### config.mk
export PLATFORM = sky130hd
export DESIGN_NAME = muldiv_unit
export DESIGN_NICKNAME = d
export VERILOG_FILES = /design/src/rtl/muldiv_unit.sv
export SDC_FILE = /design/constraint.sdc
export NUM_CORES = 1
export LEC_CHECK = 0
export BUFFER_PORTS_ARGS = -buffer_cell sky130_fd_sc_hd__buf_2
export CELL_PAD_IN_SITES_DETAIL_PLACEMENT = 1
export CELL_PAD_IN_SITES_GLOBAL_PLACEMENT = 1
export CORE_ASPECT_RATIO = 0.7
export CORE_MARGIN = 1
export CORE_UTILIZATION = 46
export CTS_CLUSTER_DIAMETER = 50
export DETAILED_ROUTE_END_ITERATION = 10
export PLACE_DENSITY = 0.8
export SYNTH_ARGS = -nofsm -noshare
export SYNTH_HDL_FRONTEND = slang
export SYNTH_SLANG_ARGS = --single-unit
### constraint.sdc
create_clock -name clk -period 4.6 [get_ports clk]
set_clock_uncertainty 0.05 [all_clocks]
set_input_delay 0.69 -clock clk [delete_from_list [all_inputs] [get_ports clk]]
set_output_delay 0.69 -clock clk [all_outputs]
set_load 0.01 [all_outputs]
### src/rtl/muldiv_unit.sv
// muldiv_unit: iterative 32-cycle multiply/divide unit holding the HI/LO registers
// Ports:
//   clk, rst_n         clock (rising edge), asynchronous active-low reset
//   start, op, a, b    launch MULT(00)/MULTU(01)/DIV(10)/DIVU(11) on rs/rt data, sampled in IDLE
//   hi_we, lo_we, wdata MTHI/MTLO writes, honoured only in IDLE without start
//   busy, done         operation in progress / one-cycle result-written pulse
//   hi, lo             architectural HI/LO registers
module muldiv_unit #(
    parameter int WIDTH = 32
) (
    input  logic             clk,
    input  logic             rst_n,
    input  logic             start,
    input  logic [1:0]       op,
    input  logic [WIDTH-1:0] a,
    input  logic [WIDTH-1:0] b,
    input  logic             hi_we,
    input  logic             lo_we,
    input  logic [WIDTH-1:0] wdata,
    output logic             busy,
    output logic             done,
    output logic [WIDTH-1:0] hi,
    output logic [WIDTH-1:0] lo
);
    localparam int CW = $clog2(WIDTH) + 2;
    typedef enum logic [1:0] {IDLE, CALC, FIX} state_t;
    state_t             state;
    logic [CW-1:0]      cnt;
    logic               is_div, neg_q, neg_r, b_zero, rge;
    logic [WIDTH-1:0]   a_raw, opnd, q, rem, abs_a, abs_b;
    logic [2*WIDTH-1:0] prod;
    logic [WIDTH:0]     msum, rsh;
    // opnd is the multiplicand for multiplies and the divisor for divides
    always_comb begin
        abs_a = (!op[0] && a[WIDTH-1]) ? -a : a;
        abs_b = (!op[0] && b[WIDTH-1]) ? -b : b;
        msum  = {1'b0, prod[2*WIDTH-1:WIDTH]} + (prod[0] ? {1'b0, opnd} : '0);
        rsh   = {rem, q[WIDTH-1]};
        rge   = rsh >= {1'b0, opnd};
    end
    always_ff @(posedge clk or negedge rst_n) begin
        if (!rst_n) begin
            state  <= IDLE;
            cnt    <= '0;
            busy   <= 1'b0;
            done   <= 1'b0;
            hi     <= '0;
            lo     <= '0;
            is_div <= 1'b0;
            neg_q  <= 1'b0;
            neg_r  <= 1'b0;
            b_zero <= 1'b0;
            a_raw  <= '0;
            opnd   <= '0;
            q      <= '0;
            rem    <= '0;
            prod   <= '0;
        end else begin
            done <= 1'b0;
            case (state)
                IDLE: begin
                    if (start) begin
                        state  <= CALC;
                        busy   <= 1'b1;
                        cnt    <= '0;
                        is_div <= op[1];
                        neg_q  <= !op[0] && (a[WIDTH-1] ^ b[WIDTH-1]);
                        neg_r  <= !op[0] && a[WIDTH-1];
                        b_zero <= b == '0;
                        a_raw  <= a;
                        opnd   <= op[1] ? abs_b : abs_a;
                        prod   <= {{WIDTH{1'b0}}, abs_b};
                        q      <= abs_a;
                        rem    <= '0;
                    end else begin
                        if (hi_we) hi <= wdata;
                        if (lo_we) lo <= wdata;
                    end
                end
                CALC: begin
                    cnt <= cnt + 1'b1;
                    if (cnt == CW'(WIDTH - 1)) state <= FIX;
                    // the remainder stays below the divisor, so the trial difference fits WIDTH bits
                    if (is_div) begin
                        rem <= rge ? rsh[WIDTH-1:0] - opnd : rsh[WIDTH-1:0];
                        q   <= {q[WIDTH-2:0], rge};
                    end else begin
                        prod <= {msum, prod[WIDTH-1:1]};
                    end
                end
                FIX: begin
                    // first FIX cycle applies signs, second one publishes the result
                    if (cnt == CW'(WIDTH)) begin
                        cnt  <= cnt + 1'b1;
                        prod <= neg_q ? -prod : prod;
                        q    <= b_zero ? '1 : (neg_q ? -q : q);
                        rem  <= b_zero ? a_raw : (neg_r ? -rem : rem);
                    end else begin
                        state <= IDLE;
                        cnt   <= '0;
                        busy  <= 1'b0;
                        done  <= 1'b1;
                        hi    <= is_div ? rem : prod[2*WIDTH-1:WIDTH];
                        lo    <= is_div ? q : prod[WIDTH-1:0];
                    end
                end
                default: state <= IDLE;
            endcase
        end
    end
endmodule

# --- Word level (Yosys, flattened, before mapping) ---
# Cells that the tools add are included.
classes:
  bitwise_logic: 1
  n_eq_ne: 16
  addsub: 8
  muxes: 44
  reduce_logical: 17
  n_lt_le_gt_ge: 1
op_table:
  columns: ["op", "n"]
  rows:
  - ["32-bit two-way mux", 23]
  - ["64-bit two-way mux", 4]
  - ["32-bit one-hot mux with 3 select lines", 2]
  - ["64-bit one-hot mux with 3 select lines", 1]
  - ["32-bit negation", 4]
  - ["32-bit one-hot mux with 2 select lines", 2]
  - ["64-bit negation", 1]
  - ["32-bit by 32-bit adder with 33-bit output", 1]
  - ["33-bit by 32-bit greater-or-equal comparator with 1-bit output", 1]
  - ["32-bit logical NOT", 1]
  - ["32-bit subtractor", 1]
  - ["7-bit one-hot mux with 3 select lines", 1]
  - ["2-bit != test (second input constant)", 10]
  - ["5-bit AND reduction", 3]
  - ["7-bit two-way mux", 2]
  - ["4-bit AND reduction", 2]
  - ["7-bit by 1-bit adder with 7-bit output (second input constant)", 1]
  - ["7-bit by 5-bit == test with 1-bit output (second input constant)", 1]
  - ["7-bit by 6-bit == test with 1-bit output (second input constant)", 1]
  - ["2-bit two-way mux", 3]
  - ["3-bit != test (second input constant)", 2]
  - ["2-bit one-hot mux with 3 select lines", 1]
  - ["3-bit AND reduction", 2]
  - ["1-bit two-way mux", 4]
  - ["10 further kinds", 13]
word_totals:
  reg_bits: 271

# --- Depth between registers and ports, before layout ---
# Gate-level depths: netlist of run 1.
logic_depth:
  ltp_word: 5
  mapped_depth: 14
  ltp_nobuf: 13

# --- Worst setup path before layout of run 1 ---
# OpenSTA, ideal clock, no wires.
synth_timing:
  path_type: "reg-to-reg"
  start: "reg prod[0]"
  end: "reg prod[59]"
  setup_ns: 0.140
  stages_incl_launch_ff: 14
  arrival_time_ns: 3.126
  synth_period_minus_slack_ns: 3.317
  path_slack_ns: 1.283
  path_cell_list: "dfrtp_1 inv_1 buf_1 nor2_1 ha_1 a21oi_1 o21ai_0 o311a_1 a211o_1 o21ai_1 nor2_1 a311oi_1 xnor2_1 o221ai_1"
synth_between:
  elab_chain_cells: 4
  word_cells_on_any_way: 7
synth_rtl:
  columns: ["item", "line_no", "rtl"]
  rows:
  - ["from (decl)", "31", "logic [2*WIDTH-1:0] prod;"]
  - ["from (signal assigned)", "72", "prod <= {{WIDTH{1'b0}}, abs_b};"]
  - ["from (signal assigned)", "88", "prod <= {msum, prod[WIDTH-1:1]};"]
  - ["from (signal assigned)", "95", "prod <= neg_q ? -prod : prod;"]
  - ["64-bit negation / 32-bit two-way mux (equally long branches)", "95, 37", null]
  - ["64-bit two-way mux / 32-bit by 32-bit adder with 33-bit output (equally long branches)", "95, 37", null]
  - ["64-bit two-way mux, on equally long branches", "93, 84", null]
  - ["64-bit one-hot mux with 3 select lines (*)", "60", "case (state)"]
# Mark *: on every way between the ends. The rest lies on a longest branch, timed or not. The select of a mux whose other input is x is not followed.
# A chain may end at the register's enable or synchronous reset.

# --- Worst setup path in the final report of run 1 ---
# Same ends and word-level chain as after synthesis.

==> impl_results.md, run 1 <==
* Vias in the first global route at 21,800
* Post-CTS Hold Fix Bufs at 0
* CTS tree: built
* Tmin final at 4.11 ns
* Least-Margin Pin Slew at 1.02 ns
* Vias at 22,200
* Cells after DPL at 3,323
* GRT overflow at 0
* Syn Inst Count at 2,688
* Mapped Area at 0.0211 mm^2
* DRC Markers at 0
* Comb pwr share at 53.3%
* RSZ-0062 raised after global routing: false
* Non-Filler Instances at 3,395
* Antenna violations before repair at 6
* Worst hold path type: input port to asynchronous set/reset pin
* Post-Place Worst Slack at 0.643 ns
* Max Cap Viol at 0
* Number of DRC markers in iteration 0 at 2,785
* Most common cell in the synthesized netlist: o21ai_0
* Routed Antenna Nets at 0
* Area leader, netlist: dfrtp_1
* Critical path data required time at 4.95 ns
* Crit start category: register
* Most frequent CP cell: and3_1
* Post-cts gate resize count at 0
* IO Port Bufs at 168
* CTS buffer count at 38
* Final Power at 16.7 mW
* Clock latency on the worst-skew pair at 0.57 ns
* Final Util at 52.6%
* Critical setup path kind: register to register
* Flop pwr share at 28.4%
* CP Data Arrival Time at 4.47 ns
* Met1 track demand over resource at 57.7%
* Setup_tns at 0 ns
* Row cnt at 65
* Routed WL at 92,600 um
* Synth top area cells: dfrtp_1 (32%), o21ai_0 (10%), nand2_1 (6.7%)
* Number of flops mapped to enable cells by yosys at 0
* Area Growth Syn to Fin at 12.6%
* Most Crowded Layer GR: met1
* Met3 Use GR at 8.66%
* Slew Limit Fails at 0
* PnR worst setup slack at 0.485 ns
* Setup crit end kind: register
* Sw Share at 50.4%
* Syn avg cell area at 7.84 um^2
* Wire per inst at 27.3 um
* Core Area at 0.0451 mm^2
* Post-DP Area at 0.0224 mm^2
* Post-CTS setup buffers at 0
* Netlist cell types at 80
* Largest net degree at the start of global routing at 101
* Fin area at 0.0237 mm^2
* Hpwl dp at 69,700 um
* Yosys reg bits at 271
* Clock sink count at 271
* Gpl congestion at 1.02
* Worst-path maximum fanout at 14
* Clock transition at path regs at 0.06 ns
* Vias per inst at 6.54
* Die H at 181 um
* H-tree depth at 2
* Clk buf depth at 3
* Most frequent cells after synthesis: o21ai_0 (419), nand2_1 (378), dfrtp_1 (271)
* Outcome: finished, final reports clean
* F_max at 0.243 GHz
* FF-to-FF path depth at 13
* WHS at 0.0926 ns
* Iteration count of the initial detailed-routing pass at 5
* First-pass GRT wire length at 140,000 um
* Initial Utilization at 46.7%
* DIE AREA at 0.0467 mm^2
* Ports at 169
* Worst vdd ir at 0.418 mV
* Die X at 258 um
* Total GRT Usage at 39.5%
* Internal at 8.31 mW
* CP max-delay cell: a311oi_1
* Sequential area share after synthesis at 32.2%
* Clock share of power at 18.4%
* Highest cell delay on the worst timing path at 0.64 ns
* Share of the synthesized area in the top cell type at 32.2%
* Synthesis Warnings at 0
* Met2 Use GR at 55.8%
* Pwr/cell area at 706 mW/mm^2
* Layout cell share with drive strength beyond 1 at 13.0%
* Part of the cycle the worst path needs at 89.5%
* Final Hold Fails at 0
* P_sw at 8.44 mW
* Leakage Power at 10.2 nW
* Layout Nets at 2,940
* Share of flip-flops with an asynchronous set or reset at 100%
* Final Setup Violations at 0
* CTS Root Cell: clkbuf_16
* Normalized max-slew margin at 30.0%
* Top FF cell, synth: dfrtp_1
* Syn_nets at 2,868
* CP Cell Sequence: inv_1, buf_4, nor2_1, ha_1, and3_1, and3_1, and3_1, a211o_1, o21ai_1, nor2_1, a311oi_1, xnor2_1, o221ai_1
state kept, by name, summed over array words and instances, names as in the netlist:
name,count
b_zero,1
hi,32
done,1
opnd,32
neg_q,1
q,32
neg_r,1
state,2
is_div,1
lo,32
a_raw,32
cnt,7
prod,64
busy,1
rem,32
power groups by stage:
stage	Combinational [mW]	Sequential [mW]	Clock [mW]
2_1_floorplan	5.93	4.20	0
3_3_place_gp	8.41	4.65	0
3_5_place_dp	8.65	4.73	0
4_1_cts	8.72	4.70	3.10
5_1_grt	9.69	4.85	3.18
6_report	8.92	4.75	3.08
cells by family after synthesis:
kind of cell / after synthesis / share of synthesized area [%]
simple gates: 904 / 19.7
fa+ha+maj: 77 / 4.65
xor+xnor: 178 / 7.40
flops: 271 / 32.2
buf+inv: 272 / 4.98
compound gates: 848 / 24.3
mux: 138 / 6.80
cell usage in the layout, fill, tap and decap left out, drive strengths merged, types with 62 or more instances in the layout:
cell type	n
a21oi	134
nor3	81
o21ai	438
buf	219
xnor2	116
ha	75
mux2i	97
inv	94
xor2	62
nor2	206
dfrtp	271
nand2	378
worst paths after layout:
check / start / to / slack, ns
min reg2reg: lo[16] / lo[16] / 0.43
max: prod[0] / prod[59] / 0.49
min in group clk: a[15] / a_raw[15] / 0.35
max in group asynchronous: rst_n / rem[28] / 3.37
min: rst_n / hi[20] / 0.09
max reg2reg: prod[0] / prod[59] / 0.49
critical path, delay by kind of cell (launching register included):
family                     cells  cell delay, ns
AOI/OAI and AO/OA              4            1.36
and+or+nand+nor                5            0.83
adders and majority gates      1            0.36
DFF                            1            0.43
buffers and inverters          2            0.69
xor gates and xnor gates       1            0.20
final cells by class:
cell class	count	area [um^2]
Antenna cell	3	7.51
Tap cell	603	754
Sequential cell	271	6790
Clock buffer	44	1010
Fill cell	5569	21400
Multi-Input combinational cell	2145	13300
Timing Repair Buffer	219	1280
Clock inverter	25	258
Inverter	85	319
routing by layer:
metal  up-vias  share of wire, %
met5         -                 0
met2      1052                41
met4         0               4.4
met1     11100                45
met3       183               9.6
li1       9825                 -
Power figures use the tool's default switching activity.
==> inputs of run 2 (changes only) <==
- CORE_MARGIN: 1 -> 2
==> run 2 against run 1 <==
Net effect:
- count of clock-buffer cells in the layout increased by 3
- highest routed layer is now met5
- clock power increased by 9.4%
- power increased by 2.1%
- die area increased by 1.9%
- flip-flop and latch count unchanged
- routed wire length increased by 0.42%
- final cell count decreased by 0.18%
- global-route usage decreased by 0.85 points
- largest power group unchanged
- critical path depth unchanged
- critical endpoint unchanged
==> impl_results.md, run 2 (synthesis gave the netlist of run 1 again) <==
* Layout cell share with drive strength beyond 1 at 12.9% (was 13.0%)
* Initial Utilization at 46.7% (unchanged)
* Routed WL at 93,000 um (was 92,600 um)
* Total GRT Usage at 38.7% (was 39.5%)
* Post-CTS Hold Fix Bufs at 0 (unchanged)
* Least-Margin Pin Slew at 1.18 ns (was 1.02 ns)
* IO Port Bufs at 168 (unchanged)
* Biggest register: prod (unchanged)
* Final Setup Violations at 0 (unchanged)
* Crit start category: register (unchanged)
* Wire per inst at 27.4 um (was 27.3 um)
* CP Data Arrival Time at 4.44 ns (was 4.47 ns)
* Cells after DPL at 3,316 (was 3,323)
* Worst vdd ir at 0.504 mV (was 0.418 mV)
* Max reg flops at 64 (unchanged)
* Flop pwr share at 27.8% (was 28.4%)
* Critical setup path kind: register to register (unchanged)
* Worst hold path type: input port to asynchronous set/reset pin (unchanged)
* Row cnt at 65 (unchanged)
* Setup crit end kind: register (unchanged)
* Final Hold Fails at 0 (unchanged)
* Setup_tns at 0 ns (unchanged)
* Post-CTS setup buffers at 0 (unchanged)
* Part of the cycle the worst path needs at 88.7% (was 89.5%)
* Vias in the first global route at 21,800 (about the same)
* Die H at 183 um (was 181 um)
* FF+latch area at 0.00679 mm^2 (unchanged)
* Final Util at 52.7% (was 52.6%)
* Max Cap Viol at 0 (unchanged)
* WHS at 0.147 ns (was 0.0926 ns)
* Fill count at 5,520 (was 5,569)
* Gpl congestion at 1.01 (was 1.02)
* Clock share of power at 19.7% (was 18.4%)
* Die X at 260 um (was 258 um)
* Normalized max-slew margin at 21.3% (was 30.0%)
* DIE AREA at 0.0475 mm^2 (was 0.0467 mm^2)
* Critical path data required time at 4.96 ns (was 4.95 ns)
* DRC Markers at 0 (unchanged)
* Tmin final at 4.08 ns (was 4.11 ns)
* Vias per inst at 6.52 (was 6.54)
* Clock transition at path regs at 0.06 ns (about the same)
* Multi-input logic area at 0.0133 mm^2 (unchanged)
* CTS tree: built (unchanged)
* F_max at 0.245 GHz (was 0.243 GHz)
* Most frequent cells in the layout: o21ai_0 (419), nand2_1 (377), dfrtp_1 (269), nor2_1 (206), buf_2 (167) (unchanged)
* Clk buf depth at 3 (unchanged)
* Core Area at 0.0451 mm^2 (unchanged)
* Post-cts gate resize count at 0 (unchanged)
* Comb pwr share at 52.5% (was 53.3%)
* Ports at 169 (unchanged)
* Pwr/cell area at 718 mW/mm^2 (was 706 mW/mm^2)
* Clock sink count at 271 (unchanged)
* Slew Limit Fails at 0 (unchanged)
* Routed Antenna Nets at 0 (unchanged)
* CTS Root Cell: clkbuf_16 (unchanged)
* Outcome: finished, final reports clean (unchanged)
* First-pass GRT wire length at 139,000 um (was 140,000 um)
* Vias at 22,100 (was 22,200)
* Number of DRC markers in iteration 0 at 2,391 (was 2,785)
* Leakage Power at 10.2 nW (about the same)
* Non-Filler Instances at 3,389 (was 3,395)
* Area Growth Syn to Fin at 13.0% (was 12.6%)
* Largest net degree at the start of global routing at 111 (was 101)
* FF-to-FF path depth at 13 (unchanged)
* Iteration count of the initial detailed-routing pass at 5 (unchanged)
* GRT overflow at 0 (unchanged)
* H-tree depth at 2 (unchanged)
* Internal at 8.58 mW (was 8.31 mW)
* CTS buffer count at 40 (was 38)
* RSZ-0062 raised after global routing: false (unchanged)
* P_sw at 8.52 mW (was 8.44 mW)
* Clock latency on the worst-skew pair at 0.56 ns (was 0.57 ns)
* Layout Nets at 2,935 (was 2,940)
* Hpwl dp at 69,500 um (was 69,700 um)
* Most common cell after layout, fill and taps aside: o21ai_0 (unchanged)
* Worst-path maximum fanout at 30 (was 14)
* Sw Share at 49.8% (was 50.4%)
* Antenna violations before repair at 7 (was 6)
run 2: changes by cell type in the layout (fill, tap and decap cells not counted), sizes merged:
| cell | change |
|---|---|
| diode | -2 |
| clkbuf | +3 |
| bufinv | +3 |
| inv | -4 |
| buf | -7 |
| clkinvlp | +1 |
run 2: per-layer routing:
metal / vias up / GRT usage, % / wire length [um]
met5: - / 0 / 13
met3: 199 / 11.2 / 9630
li1: 9785 / - / -
met4: 2 / 14.7 / 3800
met1: 11100 / 54.2 / 40400
met2: 1056 / 56.0 / 39200
run 2: stage by stage:
step | setup slack [ns] | instance area, um^2 | power (mW)
3_5_place_dp | 0.615 | 22400 | 13.4
3_3_place_gp | 0.831 | 22400 | 13.0
6_report | 0.520 | 23800 | 17.1
5_1_grt | 0.278 | 23800 | 18.1
2_1_floorplan | 1.28 | 21100 | 10.1
4_1_cts | 0.605 | 23800 | 16.9
run 2: final timing paths:
kind | from | to | slack (ns)
worst max-delay path | prod[0] | prod[59] | 0.52
worst min-delay path | rst_n | hi[20] | 0.15
worst max register to register | prod[0] | prod[59] | 0.52
worst min register to register | lo[3] | lo[3] | 0.42
max in group asynchronous | rst_n | cnt[3] | 3.22
min in group clk | b[31] | b_zero | 0.37
run 2: worst max-delay path: stages, from the launching register on:
cell	delay [ns]
dfrtp_1	0.41
inv_1	0.13
buf_4	0.36
nor2_1	0.09
ha_1	0.34
a21oi_1	0.24
o21ai_0	0.22
o311a_1	0.37
a211o_1	0.27
o21ai_1	0.28
nor2_1	0.12
a311oi_1	0.66
xnor2_1	0.21
o221ai_1	0.16
run 2: layout make-up:
class / count / area share [%]
multi-input combinational: 2145 / 55.9
sequential: 271 / 28.5
timing repair buffer: 212 / 5.12
clock buffer: 47 / 4.58
tap: 603 / 3.17
clock inverter: 25 / 1.42
inverter: 85 / 1.34
antenna: 1 / 0.0105
run 2: power groups by stage:
| stage | sequential (mW) | clock, mW | combinational [mW] |
|---|---|---|---|
| global placement | 4.62 | 0 | 8.42 |
| floorplan | 4.20 | 0 | 5.93 |
| detailed placement | 4.72 | 0 | 8.68 |
| global route | 4.86 | 3.49 | 9.74 |
| finish | 4.75 | 3.37 | 8.97 |
| CTS | 4.69 | 3.40 | 8.77 |
